==> src/rtl/mul_sequencer_pkg.sv <==
// Shared definitions for the multi-cycle multiply sequencer.
// - ALU control codes used to recognise a multiply request (and a
//   representative non-multiply code).
// - FSM state encoding for the sequencer.
// - Helper that sizes the step counter from the operand width.
package mul_sequencer_pkg;

  localparam logic [3:0] ALU_CTL_ADD = 4'b0010;
  localparam logic [3:0] ALU_CTL_MUL = 4'b1010;

  typedef enum logic [1:0] {
    MUL_ST_IDLE = 2'd0,
    MUL_ST_BUSY = 2'd1,
    MUL_ST_DONE = 2'd2
  } mul_state_e;

  // Counter must hold 0..XLEN-1 with one spare bit of headroom.
  function automatic int mul_cnt_w(input int xlen);
    return $clog2(xlen) + 1;
  endfunction

endpackage

==> src/rtl/mul_shift_add_dp.sv <==
// Radix-2 shift-add multiply datapath.
// Holds the multiplicand, multiplier and accumulator. On load the operands
// are captured and the accumulator cleared; on each step the multiplicand
// is conditionally added (gated by the multiplier LSB), then the
// multiplicand shifts left and the multiplier shifts right.
// Ports:
//   clk, srst            clock, synchronous active-high reset
//   load, step           control from the sequencer FSM (load has priority)
//   mcand_in, mplier_in  operands captured on load
//   acc                  running product, low XLEN bits
//   mplier_zero          multiplier bits still to be consumed after the
//                        current step are all zero
module mul_shift_add_dp
  import mul_sequencer_pkg::*;
#(
  parameter int XLEN = 32
) (
  input  logic            clk,
  input  logic            srst,
  input  logic            load,
  input  logic            step,
  input  logic [XLEN-1:0] mcand_in,
  input  logic [XLEN-1:0] mplier_in,
  output logic [XLEN-1:0] acc,
  output logic            mplier_zero
);

  logic [XLEN-1:0] mcand_reg;
  logic [XLEN-1:0] mplier_reg;
  logic [XLEN-1:0] acc_reg;
  logic [XLEN-1:0] addend;
  logic [XLEN-1:0] acc_next;

  // Partial product for this step: multiplicand masked by multiplier LSB.
  generate
    for (genvar gi = 0; gi < XLEN; gi++) begin : g_addend
      assign addend[gi] = mcand_reg[gi] & mplier_reg[0];
    end
  endgenerate

  // Carry out of the top bit is dropped: only the low XLEN bits are kept.
  assign acc_next = acc_reg + addend;

  always_ff @(posedge clk) begin
    if (srst) begin
      mcand_reg  <= '0;
      mplier_reg <= '0;
      acc_reg    <= '0;
    end else if (load) begin
      mcand_reg  <= mcand_in;
      mplier_reg <= mplier_in;
      acc_reg    <= '0;
    end else if (step) begin
      acc_reg    <= acc_next;
      mcand_reg  <= mcand_reg << 1;
      mplier_reg <= mplier_reg >> 1;
    end
  end

  assign acc = acc_reg;

  // Looks at the multiplier as it will be after this step's shift, so the
  // FSM can leave BUSY on the same edge that consumes the last set bit.
  assign mplier_zero = (mplier_reg[XLEN-1:1] == '0);

endmodule

==> src/rtl/mul_sequencer.sv <==
// Multi-cycle integer multiply controller for the EX stage.
// Recognises a multiply request, stalls the pipeline while a radix-2
// shift-add datapath produces the low XLEN bits of rs1*rs2, then presents
// the product for exactly one unstalled cycle.
// Ports:
//   clk_i, rst_i        clock, synchronous active-high reset
//   op_valid_i          valid instruction in EX
//   ALUCtl_i            ALU control code; ALU_CTL_MUL requests a multiply
//   flush_i             aborts any multiply in flight
//   rs1_data_i          multiplicand
//   rs2_data_i          multiplier
//   stall_o             hold IF/ID/EX pipeline registers
//   busy_o              sequencer is in BUSY
//   result_o            low XLEN bits of the product (held between results)
//   result_valid_o      one-cycle pulse when result_o carries a new product
module mul_sequencer
  import mul_sequencer_pkg::*;
#(
  parameter int XLEN      = 32,
  parameter int EARLY_OUT = 1
) (
  input  logic            clk_i,
  input  logic            rst_i,
  input  logic            op_valid_i,
  input  logic [3:0]      ALUCtl_i,
  input  logic            flush_i,
  input  logic [XLEN-1:0] rs1_data_i,
  input  logic [XLEN-1:0] rs2_data_i,
  output logic            stall_o,
  output logic            busy_o,
  output logic [XLEN-1:0] result_o,
  output logic            result_valid_o
);

  localparam int              CNT_W    = mul_cnt_w(XLEN);
  localparam logic [CNT_W-1:0] CNT_LAST = CNT_W'(XLEN - 1);

  mul_state_e       state_reg;
  mul_state_e       state_next;
  logic [CNT_W-1:0] count_reg;
  logic [XLEN-1:0]  result_reg;
  logic [XLEN-1:0]  acc;
  logic             mplier_zero;
  logic             dp_load;
  logic             dp_step;
  logic             req;
  logic             last_step;

  assign req = op_valid_i && (ALUCtl_i == ALU_CTL_MUL) && !flush_i;

  // Full-length run ends when the counter reaches its final step; with
  // early-out the run also ends once no multiplier bits remain.
  assign last_step = (count_reg == CNT_LAST) || ((EARLY_OUT != 0) && mplier_zero);

  mul_shift_add_dp #(
    .XLEN(XLEN)
  ) u_dp (
    .clk        (clk_i),
    .srst       (rst_i),
    .load       (dp_load),
    .step       (dp_step),
    .mcand_in   (rs1_data_i),
    .mplier_in  (rs2_data_i),
    .acc        (acc),
    .mplier_zero(mplier_zero)
  );

  // State register, step counter and held result.
  always_ff @(posedge clk_i) begin
    if (rst_i) begin
      state_reg  <= MUL_ST_IDLE;
      count_reg  <= '0;
      result_reg <= '0;
    end else begin
      state_reg <= state_next;
      if (dp_load) begin
        count_reg <= '0;
      end else if (dp_step) begin
        count_reg <= count_reg + 1'b1;
      end
      // A flushed DONE never publishes its product.
      if ((state_reg == MUL_ST_DONE) && !flush_i) begin
        result_reg <= acc;
      end
    end
  end

  // Next-state logic.
  always_comb begin
    state_next = state_reg;
    case (state_reg)
      MUL_ST_IDLE: begin
        if (req) begin
          state_next = MUL_ST_BUSY;
        end
      end
      MUL_ST_BUSY: begin
        if (flush_i) begin
          state_next = MUL_ST_IDLE;
        end else if (last_step) begin
          state_next = MUL_ST_DONE;
        end
      end
      MUL_ST_DONE: begin
        // Same instruction is still in EX, so op_valid_i is not looked at.
        state_next = MUL_ST_IDLE;
      end
      default: begin
        state_next = MUL_ST_IDLE;
      end
    endcase
  end

  // Output and datapath-control logic.
  always_comb begin
    stall_o        = 1'b0;
    busy_o         = 1'b0;
    result_valid_o = 1'b0;
    result_o       = result_reg;
    dp_load        = 1'b0;
    dp_step        = 1'b0;
    case (state_reg)
      MUL_ST_IDLE: begin
        // Hold the multiply in EX from the very first cycle it appears.
        stall_o = req && !rst_i;
        dp_load = req;
      end
      MUL_ST_BUSY: begin
        stall_o = !rst_i;
        busy_o  = 1'b1;
        dp_step = 1'b1;
      end
      MUL_ST_DONE: begin
        // Stall drops so the pipeline consumes the product this cycle.
        if (!flush_i) begin
          result_valid_o = 1'b1;
          result_o       = acc;
        end
      end
      default: begin
        stall_o = 1'b0;
      end
    endcase
  end

endmodule

==> config.mk <==
export PLATFORM = sky130hd
export DESIGN_NAME = mul_sequencer
export DESIGN_NICKNAME = d
export VERILOG_FILES = /design/src/rtl/mul_sequencer_pkg.sv /design/src/rtl/mul_shift_add_dp.sv /design/src/rtl/mul_sequencer.sv
export SDC_FILE = /design/constraint.sdc
export NUM_CORES = 1
export LEC_CHECK = 0
export CORE_MARGIN = 5
export CORE_UTILIZATION = 50
export CTS_CLUSTER_SIZE = 25
export DETAILED_ROUTE_END_ITERATION = 10
export PLACE_DENSITY_LB_ADDON = 0.3
export SETUP_SLACK_MARGIN = 0.02
export SLEW_MARGIN = 20
export SYNTH_ARGS = -nofsm -noshare
export SYNTH_HDL_FRONTEND = slang
export SYNTH_SLANG_ARGS = --single-unit
==> constraint.sdc <==
create_clock -name clk_i -period 3.05 [get_ports clk_i]
set_input_delay 0.4575 -clock clk_i [delete_from_list [all_inputs] [get_ports clk_i]]
set_output_delay 0.4575 -clock clk_i [all_outputs]
set_load 0.01 [all_outputs]
# Yosys cells after proc, flatten, opt, wreduce, memory -nomap -nowiden
# Cells that the tools add are included.
# Widths: inputs -> output; s select.
dict set report op_classes {
  bitwise_logic 32
  n_shift 0
  addsub 2
  n_lt_le_gt_ge 0
  n_reduce_logical 12
  n_div 0
  n_mux 15
  eq_ne 6
  mul 0
}
# operator count
set ops {}
lappend ops {{$mux 32} 6}
lappend ops {{$add 32x32->32} 1}
lappend ops {{$and 1x1->1} 32}
lappend ops {{$logic_not 31->1} 1}
lappend ops {{$add 6x1->6 const B} 1}
lappend ops {{$eq 6x5->1 const B} 1}
lappend ops {{$mux 2} 3}
lappend ops {{$eq 4x4->1 const B} 1}
lappend ops {{$logic_and 1x1->1} 4}
lappend ops {{$mux 1} 4}
lappend ops {{$pmux 2 s2} 1}
lappend ops {{$ne 3x3->1 const B} 1}
lappend ops {{$eq 2x1->1 const B} 1}
lappend ops {{$eq 2x2->1 const B} 1}
lappend ops {{$logic_not 1->1} 2}
lappend ops {{$logic_not 2->1} 1}
lappend ops {{$ne 2x2->1 const B} 1}
lappend ops {{$pmux 1 s2} 1}
lappend ops {{$reduce_and 2->1} 1}
lappend ops {{$reduce_bool 2->1} 1}
lappend ops {{$reduce_or 2->1} 1}
lappend ops {{$logic_or 1x1->1} 1}
dict set report totals {
  word_cells 73
  in_bits 72
  ramBits 0
  latch_bits 0
  out_inout_bits 35
  regBits 136
  memories 0
  romBits 0
}

# Depth between registers and ports, before layout
dict set report depth {
  ltp_word 5
  mapped_depth 12
}

# Hierarchy
# From an unflattened synthesis, not the netlist that was laid out.
dict set report unflattened {
  cells_unflattened 875
  hier_area_um2 7618.6
}
# module seq_area_each_um2 instances area_per_inst_um2 cells_each
set by_module_without_submodules {}
lappend by_module_without_submodules {mul_shift_add_dp 1921.8 1 5809.3 721}
lappend by_module_without_submodules {mul_sequencer 800.8 1 1809.2 154}

# Least setup slack after synthesis
# Ideal clock, no wire load.
dict set report synth_timing {
  path_type {register -> register}
  from {register u_dp.mplier_reg[0]}
  to {register u_dp.acc_reg[29], in the netlist u_dp.acc[29]}
  synth_period_minus_slack_ns 2.567
  arrival_ns 2.442
  required_time_ns 2.925
  stages_incl_launch_ff 12
  n_path_buf 2
  setup_time_ns 0.125
  slack_ns 0.483
  cell_sequence {dfxtp_1 clkbuf_1 and2_1 ha_1 buf_6 and3_4 a221o_1 a221o_1 a41oi_2 o21ai_1 xnor2_1 o21ai_1}
}
dict set report synth_between {
  elab_chain_len 2
}
# item line_no
set synth_rtl {}
lappend synth_rtl {{start, declared} mul_shift_add_dp.sv:29} ;# logic [XLEN-1:0] mplier_reg;
lappend synth_rtl {{start signal, assigned} mul_shift_add_dp.sv:51} ;# mplier_reg <= mplier_in;
lappend synth_rtl {{start signal, assigned} mul_shift_add_dp.sv:56} ;# mplier_reg <= mplier_reg >> 1;
lappend synth_rtl {{$and 1x1->1} mul_shift_add_dp.sv:37} ;# assign addend[gi] = mcand_reg[gi] & mplier_reg[0];
lappend synth_rtl {{$add 32x32->32 *} mul_shift_add_dp.sv:42} ;# assign acc_next = acc_reg + addend;
lappend synth_rtl {{end signal, assigned} mul_shift_add_dp.sv:54} ;# acc_reg <= acc_next;
lappend synth_rtl {{end, declared} mul_shift_add_dp.sv:30} ;# logic [XLEN-1:0] acc_reg;
# Mark *: on every way between the ends. The rest lies on a longest branch, timed or not.
# A chain may end at the register's enable or synchronous reset.

# Worst setup path in the final report
dict set report layout_timing {
  from {register u_dp.mplier_reg[0]}
  to {register u_dp.acc_reg[26], in the netlist u_dp.acc[26]}
}
# The elaborated chain is that of the path after synthesis.

==> out/metrics.cfg <==
[clock_network]
numCtsBuffers = 17
clk_transition_reported_paths_ns = 0.06
cts_buffer_depth = 2
cts.sinks = 136
cts_tree = built
postCtsSetupBuffers = 0
insertion_delay_ns = 0.43
cts-root-buf = clkbuf_16
htree_levels = 4

[die]
core-area_sq_um = 13900
die_h_microns = 129
ios = 107
start_util = 0.509
num_rows = 43
dieArea_sq_um = 16600
fp.dieW_microns = 129

[outcome]
status = finished, final reports clean

[pwr]
netSwitchingFraction = 0.213
p_leak_nw = 3.40
power_density_nw_per_um2 = 445
power.total_w = 0.00404
share_seq_of_total_power = 0.443
vdd_drop_max_mv = 0.345
power_frac_comb = 0.041
p_int_w = 0.00318
clockPowerShare = 0.516
power.switching_w = 0.000860

[sta]
clock.fmax_mhz = 354
layout_setup_ws_ns = 0.224
setup_viol = 0
rsz0062_at_grt = false
fin_skew_ns = 0.00664
timing.final.crit_share = 0.927
worst_pin_slew_ns = 0.667
slew_violations = 0
tns_ns = 0
relSlewSlack = 0.555
hold_viol_final = 0
period_minus_slack_ns = 2.83

[worst_setup_path]
worstSetupStartpointType = flip-flop
arrival_ns = 3.14
end_kind = flip-flop
timing.rr.end = u_dp.acc[26]
crit_path_max_fanout = 4
cp_data_required_time_ns = 3.37
ff2ff_path_depth = 13
r2r-start = u_dp.mplier_reg[0]
ff2ff_setup_slack_ns = 0.22
critPathKind = flip-flop to flip-flop

[worst_hold_path]
whs_path_depth = 2
min_path_type = flip-flop to flip-flop
worstHoldStart = u_dp.mcand_reg[31]
hold_end = u_dp.mcand_reg[31]

[global_routing]
track_usage = 0.224
gr-total-overflow = 0
antenna_found_initial = 0
grt_max_degree = 63
grt_pass1_wl_microns = 30200
grt_pass1_vias = 6315

[final_layout]
areaGrowthSynthToFinish_pct = 28.4
finalNetCount = 1059
antennaDiodeCount = 0
drive_gt1_frac = 0.125

[yosys]
ys_types = 55
async_reset_ff_frac = 0
syn_nets = 949
yosys_warnings = 0
synth-edff-count = 0
synth-main-ff-cell = dfxtp_1
synth_cells = 844
synth.cell_area_sq_um = 7060
ys_seq_area_frac = 0.385
ys_seq_elements = 136
syn-mean-instance-area_sq_um = 8.37

[routing]
post_drt_wl_per_cell_microns = 16.1
vias = 6442
ant_nets = 0
drt_iter0_markers = 478
drcViolationCount = 0
drtPass1Iterations = 5
routed_via_density = 5.62
finalWirelength_microns = 18400

[place]
gp_congestion = 0.922
place_ws_ns = 0.233
io_buffer_count = 106
dp_hpwl_microns = 12700

[job]
maxCapViolations = 0

==> cell usage after synthesis (8+ instances only) <==
cell type	count	area, sq um
a21o_1	11	82.6
a21oi_1	114	571
a22oi_1	62	465
and2_1	31	194
buf_2	11	55.1
clkbuf_1	44	165
dfxtp_1	136	2720
ha_1	32	400
inv_1	10	37.5
mux2_2	32	360
nand2_1	129	484
nand4_1	16	100
nor2_1	31	116
nor2b_1	33	206
nor3_1	8	40.0
nor4_1	10	62.6
o21ai_0	35	175
o21bai_1	8	60.1
xnor2_1	18	158
xor2_1	15	131
==> layout by cell type (no fill, tap or decap), types with 3 or more instances in the layout <==
cell type | Yosys | routed
a31oi_1 | 5 | 5
bufinv_16 | 0 | 3
clkinvlp_4 | 0 | 3
xnor2_1 | 18 | 18
clkbuf_16 | 0 | 17
nor4_1 | 10 | 10
nand2_1 | 129 | 129
dfxtp_1 | 136 | 136
o21bai_1 | 8 | 8
nor2b_1 | 33 | 33
ha_1 | 32 | 32
buf_4 | 0 | 41
a22oi_1 | 62 | 62
and3_1 | 5 | 5
o21ai_0 | 35 | 35
a21oi_1 | 114 | 114
xor2_1 | 15 | 15
o21ai_1 | 6 | 5
inv_1 | 10 | 10
mux2_2 | 32 | 32
clkdlybuf4s50_1 | 0 | 105
nor2_1 | 31 | 30
nand4_1 | 16 | 16
clkinv_2 | 0 | 4
and2_1 | 31 | 31
nor3_1 | 8 | 8
a21o_1 | 11 | 11
==> critical path, cell delays in order, from the launching register on <==
cell and delay (ns):
dfxtp_1 0.33, buf_4 0.16, and2_1 0.15, ha_1 0.20, fa_1 0.40, a21o_1 0.21, a311oi_1 0.28, buf_4 0.18
nor4_2 0.05, o31ai_2 0.27, a21oi_2 0.13, a21oi_2 0.16, xnor2_1 0.13, o21ai_1 0.07
==> cell families (layout without fill, tap and decap cells) <==
family / Yosys count / in the layout / synth area share
buf+inv: 68 / 190 / 0.0391
simple gates: 279 / 279 / 0.194
xor+xnor: 33 / 33 / 0.0409
fa+ha+maj: 33 / 33 / 0.0595
flops: 136 / 136 / 0.385
mux: 33 / 33 / 0.0524
compound gates: 262 / 262 / 0.229
==> worst max path at each step <==
stage	start	endpoint	slack (ns)	cells past startpoint
global placement	flush_i	result_o[20]	0.28	5
detailed placement	u_dp.mplier_reg[0]	u_dp.acc[28]	0.23	13
floorplan	u_dp.mplier_reg[0]	u_dp.acc[29]	0.48	11
global route	u_dp.mplier_reg[0]	u_dp.acc[28]	0.07	13
CTS	u_dp.mplier_reg[0]	u_dp.acc[28]	0.18	13
finish	u_dp.mplier_reg[0]	u_dp.acc[26]	0.22	13
==> area by class of cell <==
cell class | instances | area, sq um
fill | 1197 | 4810
multi-input combinational | 640 | 4090
tap | 180 | 225
clock buffer | 19 | 443
inverter | 11 | 41.3
clock inverter | 12 | 150
sequential | 136 | 2720
timing repair buffer | 148 | 1400
==> through the flow <==
stage / hold WS, ns / cell area, sq um / cells / utilization
after floorplan: 0.437 / 7060 / 844 / -
after global placement: 0.447 / 8470 / 1115 / 0.610
final: 0.460 / 9070 / 1146 / 0.653
after global routing: 0.481 / 9070 / 1146 / 0.653
after CTS: 0.458 / 9060 / 1146 / 0.653
after detailed placement: 0.452 / 8470 / 1115 / 0.610
==> metal layers <==
layer | global-route usage | part of all wire | routed length (microns)
met5 | 0 | 0 | 0
met4 | 0.0723 | 0.017 | 308
met3 | 0.0619 | 0.055 | 1010
met2 | 0.351 | 0.47 | 8590
met1 | 0.301 | 0.46 | 8510
==> power groups by stage <==
stage / logic (W) / clock network [W] / registers, W
3_5_place_dp: 0.000164 / 0 / 0.00183
5_1_grt: 0.000176 / 0.00221 / 0.00179
2_1_floorplan: 0.0000493 / 0 / 0.00183
6_report: 0.000164 / 0.00208 / 0.00179
4_1_cts: 0.000164 / 0.00211 / 0.00179
3_3_place_gp: 0.000163 / 0 / 0.00183
==> what timing repair did <==
action,CTS,global route
gates resized for setup,0,1
setup endpoints to repair,0,1
hold endpoints to repair,0,0
hold buffers,0,0
Note: power is estimated with default switching activity, not from simulation.
==> patch 1, RTL diff (config.mk and constraints unchanged) <==
Encoding of `mul_state_e`: now one-hot (3 bits for 3 states).
--- a/src/rtl/mul_sequencer_pkg.sv
+++ b/src/rtl/mul_sequencer_pkg.sv
@@ -9,8 +9,8 @@
   localparam logic [3:0] ALU_CTL_MUL = 4'b1010;
 
-  typedef enum logic [1:0] {
-    MUL_ST_IDLE = 2'd0,
-    MUL_ST_BUSY = 2'd1,
-    MUL_ST_DONE = 2'd2
+  typedef enum logic [2:0] {
+    MUL_ST_IDLE = 3'b001,
+    MUL_ST_BUSY = 3'b010,
+    MUL_ST_DONE = 3'b100
   } mul_state_e;
 
Check against the original RTL: no difference found for any inputs over 4 cycles, from zero or initial values and one cycle with rst_i high; so few cycles prove little.
==> patch 1 against the unedited design <==
Largest cell class unchanged. Critical endpoint is now u_dp.acc[30]. Synthesized area rose by 3.8%. Setup slack got worse by 0.055 ns. Wire length rose by 1.1%. Sequential cell count up 1. Total power shrank 2.2%. Clock skew up 0.010 ns. Design area is 3.9% higher. Final cell count is 7.9% higher. Worst hold slack got worse by 0.18 ns.
==> patch 1: results (changes against the unedited design) <==
| Metric | Value |
|---|---|
| RD Place Congestion | `0.890 (-3.5%)` |
| Placement Cell Area | `8820 um^2 (+4.1%)` |
| Number of global-route vias before repair | `6,562 (+3.9%)` |
| Status | `complete, no violations` |
| Non-filler cells in the finished layout | `1,237 (+7.9%)` |
| Core area | `14,500 um^2 (+4.3%)` |
| Yosys cell types | `59 (+7.3%)` |
| Iteration-0 DRC Markers | `470 (-1.7%)` |
| Compound-Gate Fraction of Synth Area | `18.9% (-4.0 points)` |
| Xor and xnor area share after synthesis | `3.22% (-0.87 points)` |
| Top cells by area, synth | `dfxtp_1 37%, nand2_1 8.1%, a21oi_1 5.8%, ha_1 5.5%, mux2_2 5.1%` |
| Critical path peak fanout | `5 (+1)` |
| Adder-cell share of the synthesized area | `5.73% (-0.22 points)` |
| Multi-input logic area | `4380 um^2 (+7.2%)` |
| Area occupied by registers | `2740 um^2 (+0.74%)` |
| Met1 Usage GRT | `27.9% (-2.2 points)` |
| First-pass GRT wire length | `31,300 um (+3.7%)` |
| Register area share after synthesis | `37.4% (-1.1 points)` |
| Reg-to-Reg End | `u_dp.acc[30]` |
| Buffer share of cell area | `15.6% (+0.21 points)` |
| Clock group power | `0.00198 W (-5%)` |
| Peak supply drop | `0.373 mV (+8.2%)` |
| Met3 WL | `974 um (-3.9%)` |
| Leakage | `3.78 nW (+11%)` |
| Final Skew | `0.0166 ns (+0.00998 ns)` |
| Hold Startpoint | `rst_i` |
| Final clock-cell share | `6.01% (-0.53 points)` |
| FF+latch count, synth | `137 (+0.74%)` |
| Filler cells | `1,232 (+2.9%)` |
| Nets@finish | `1,145 (+8.1%)` |
| Hold WS | `0.284 ns (-0.176 ns)` |
| First-pass DRT Iterations | `6 (+1)` |
| Inverters | `8 (-3)` |
| List of most frequent post-synthesis cells | `158 x nand2_1, 137 x dfxtp_1, 85 x a21oi_1` |
| Pin count of the biggest net entering global routing | `94 (+49%)` |
| Worst slew margin | `36.2% (-19 points)` |
| Met2 Use GR | `35.1% (about the same)` |
| Post-synthesis mux area share | `5.49% (+0.25 points)` |
| Fraction of area in multi-input gates | `46.5% (+1.4 points)` |
| R2R cell count | `12 (-1)` |
| Buffers excl. clock | `158 (+6.8%)` |
==> patch 1: changes by cell type after synthesis, moves of 5 or more <==
cell | before | now
nand2_1 | 129 | 158
clkbuf_1 | 44 | 53
a22oi_1 | 62 | 31
o21ai_1 | 6 | 15
buf_2 | 11 | 2
o21ai_0 | 35 | 43
o21bai_1 | 8 | 3
nand3_1 | 2 | 46
nor2_1 | 31 | 62
a211oi_1 | 2 | 7
or3_1 | 2 | 8
a21oi_1 | 114 | 85
==> patch 1: how the worst max path moves through the flow <==
stage | cells past startpoint | slack, ns | to | start
after floorplan | 12 | 0.34 | u_dp.acc[30] | u_dp.mplier_reg[0]
after global placement | 7 | 0.19 | stall_o | ALUCtl_i[1]
after detailed placement | 7 | 0.16 | stall_o | ALUCtl_i[1]
after CTS | 7 | 0.15 | stall_o | ALUCtl_i[1]
after global routing | 13 | -0.05 | u_dp.acc[31] | u_dp.mplier_reg[0]
final | 12 | 0.17 | u_dp.acc[30] | u_dp.mplier_reg[0]
==> patch 2, RTL diff (config.mk and constraints unchanged) <==
Made on the original files. `XLEN` is set to 32 in 2 places; all go to 28.
--- a/src/rtl/mul_shift_add_dp.sv
+++ b/src/rtl/mul_shift_add_dp.sv
@@ -14,5 +14,5 @@
   import mul_sequencer_pkg::*;
 #(
-  parameter int XLEN = 32
+  parameter int XLEN = 28
 ) (
   input  logic            clk,
--- a/src/rtl/mul_sequencer.sv
+++ b/src/rtl/mul_sequencer.sv
@@ -17,5 +17,5 @@
   import mul_sequencer_pkg::*;
 #(
-  parameter int XLEN      = 32,
+  parameter int XLEN      = 28,
   parameter int EARLY_OUT = 1
 ) (
Interface: changed (resized result_o, rs1_data_i and rs2_data_i); port bits go from 107 to 95. The function was not compared with the original's and may differ.
==> patch 2 against the unedited design <==
Combinational power is 10% lower. Largest power group unchanged. Synthesized area is 13% lower. Design area is 12% lower. Wire length is 15% lower. Setup slack worse by 0.021 ns. Sequential cell count is 16 lower. Sequential share of layout area is 0.24 points higher. Worst hold slack better by 0.0052 ns. Total power is 1.3% lower.
==> patch 2: results (changes against the unedited design) <==
| Metric | Value |
|---|---|
| DP Cell Count | `952 (-15%)` |
| Register area share after synthesis | `38.9% (+0.40 points)` |
| Met1 Usage GRT | `27.2% (-2.9 points)` |
| Input/output buffers | `94 (-11%)` |
| Hold worst-path end | `u_dp.mcand_reg[17]` |
| GRT Util Overall | `22.2% (-0.25 points)` |
| Met2 wire length | `7710 um (-10%)` |
| Critical path peak fanout | `16 (+12)` |
| Peak supply drop | `0.337 mV (-2.4%)` |
| Hold Startpoint | `u_dp.mcand_reg[17]` |
| Syn nets | `819 (-14%)` |
| DR vias | `5,582 (-13%)` |
| Hold WS | `0.465 ns (+0.00518 ns)` |
| GRT met3 Usage | `6.06% (-0.12 points)` |
| Pin count of the biggest net entering global routing | `76 (+21%)` |
| Iteration-0 DRC Markers | `359 (-25%)` |
| Top cells by area, synth | `dfxtp_1 39%, a21oi_1 7.6%, a22oi_1 6.6%, nand2_1 6.5%, ha_1 5.7%` |
| First-pass GRT wire length | `26,500 um (-12%)` |
| Arrival time at the worst endpoint | `3.19 ns (+0.05 ns)` |
| Non-filler cells in the finished layout | `985 (-14%)` |
| Slowest cell on the critical path | `dfxtp_2` |
| First-pass DRT Iterations | `7 (+2)` |
| Post-synthesis mux area share | `5.60% (+0.35 points)` |
| Nets@finish | `897 (-15%)` |
| Met2 Use GR | `37.6% (+2.5 points)` |
| Worst setup path end | `u_dp.acc[27]` |
| Yosys cell types | `57 (+3.6%)` |
| Placement Cell Area | `7250 um^2 (-14%)` |
| Met3 WL | `866 um (-15%)` |
| Status | `complete, no violations` |
| Layout cells sized above 1 | `11.6% (-0.90 points)` |
| R2R cell count | `10 (-3)` |
| Pre-CTS WS | `0.106 ns (-0.128 ns)` |
| Fmax | `351 MHz (-0.75%)` |
| RD Place Congestion | `0.935 (+1.5%)` |
| Largest stage delay, worst path | `0.46 ns (+0.06 ns)` |
| Leakage | `2.97 nW (-13%)` |
| List of most frequent post-synthesis cells | `120 x dfxtp_1, 106 x nand2_1, 94 x a21oi_1` |
| Compound-Gate Fraction of Synth Area | `22.3% (-0.54 points)` |
| DRT met1 WL | `6820 um (-20%)` |
| HPWL Detailed | `10,700 um (-16%)` |
| Worst slew margin | `62.1% (+6.6 points)` |
[patch 2: cell count changes in the layout (fill, tap and decap cells not counted), moves of 16 or more]
| cell | change |
|---|---|
| nand3_1 | +16 |
| a21oi_1 | -21 |
| dfxtp_1 | -17 |
| nand2_1 | -23 |
| o21ai_0 | -17 |
| buf_4 | -28 |
[patch 2: power breakdown]
group	internal [W]	switching (W)	leakage, nW
Combinational	0.0000843	0.0000627	1.68
Sequential	0.00157	0.00000513	0.967
Clock	0.00154	0.000723	0.322
Total	0.00319	0.000791	2.97
[patch 2: layout make-up]
cell class | count | area, um^2 | area share (%)
Timing Repair Buffer | 109 | 1070 | 13.5
Inverter | 7 | 26.3 | 0.331
Clock buffer | 21 | 480 | 6.05
Clock inverter | 11 | 191 | 2.41
Multi-Input combinational cell | 549 | 3560 | 44.8
Tap cell | 168 | 210 | 2.65
Sequential cell | 120 | 2400 | 30.3
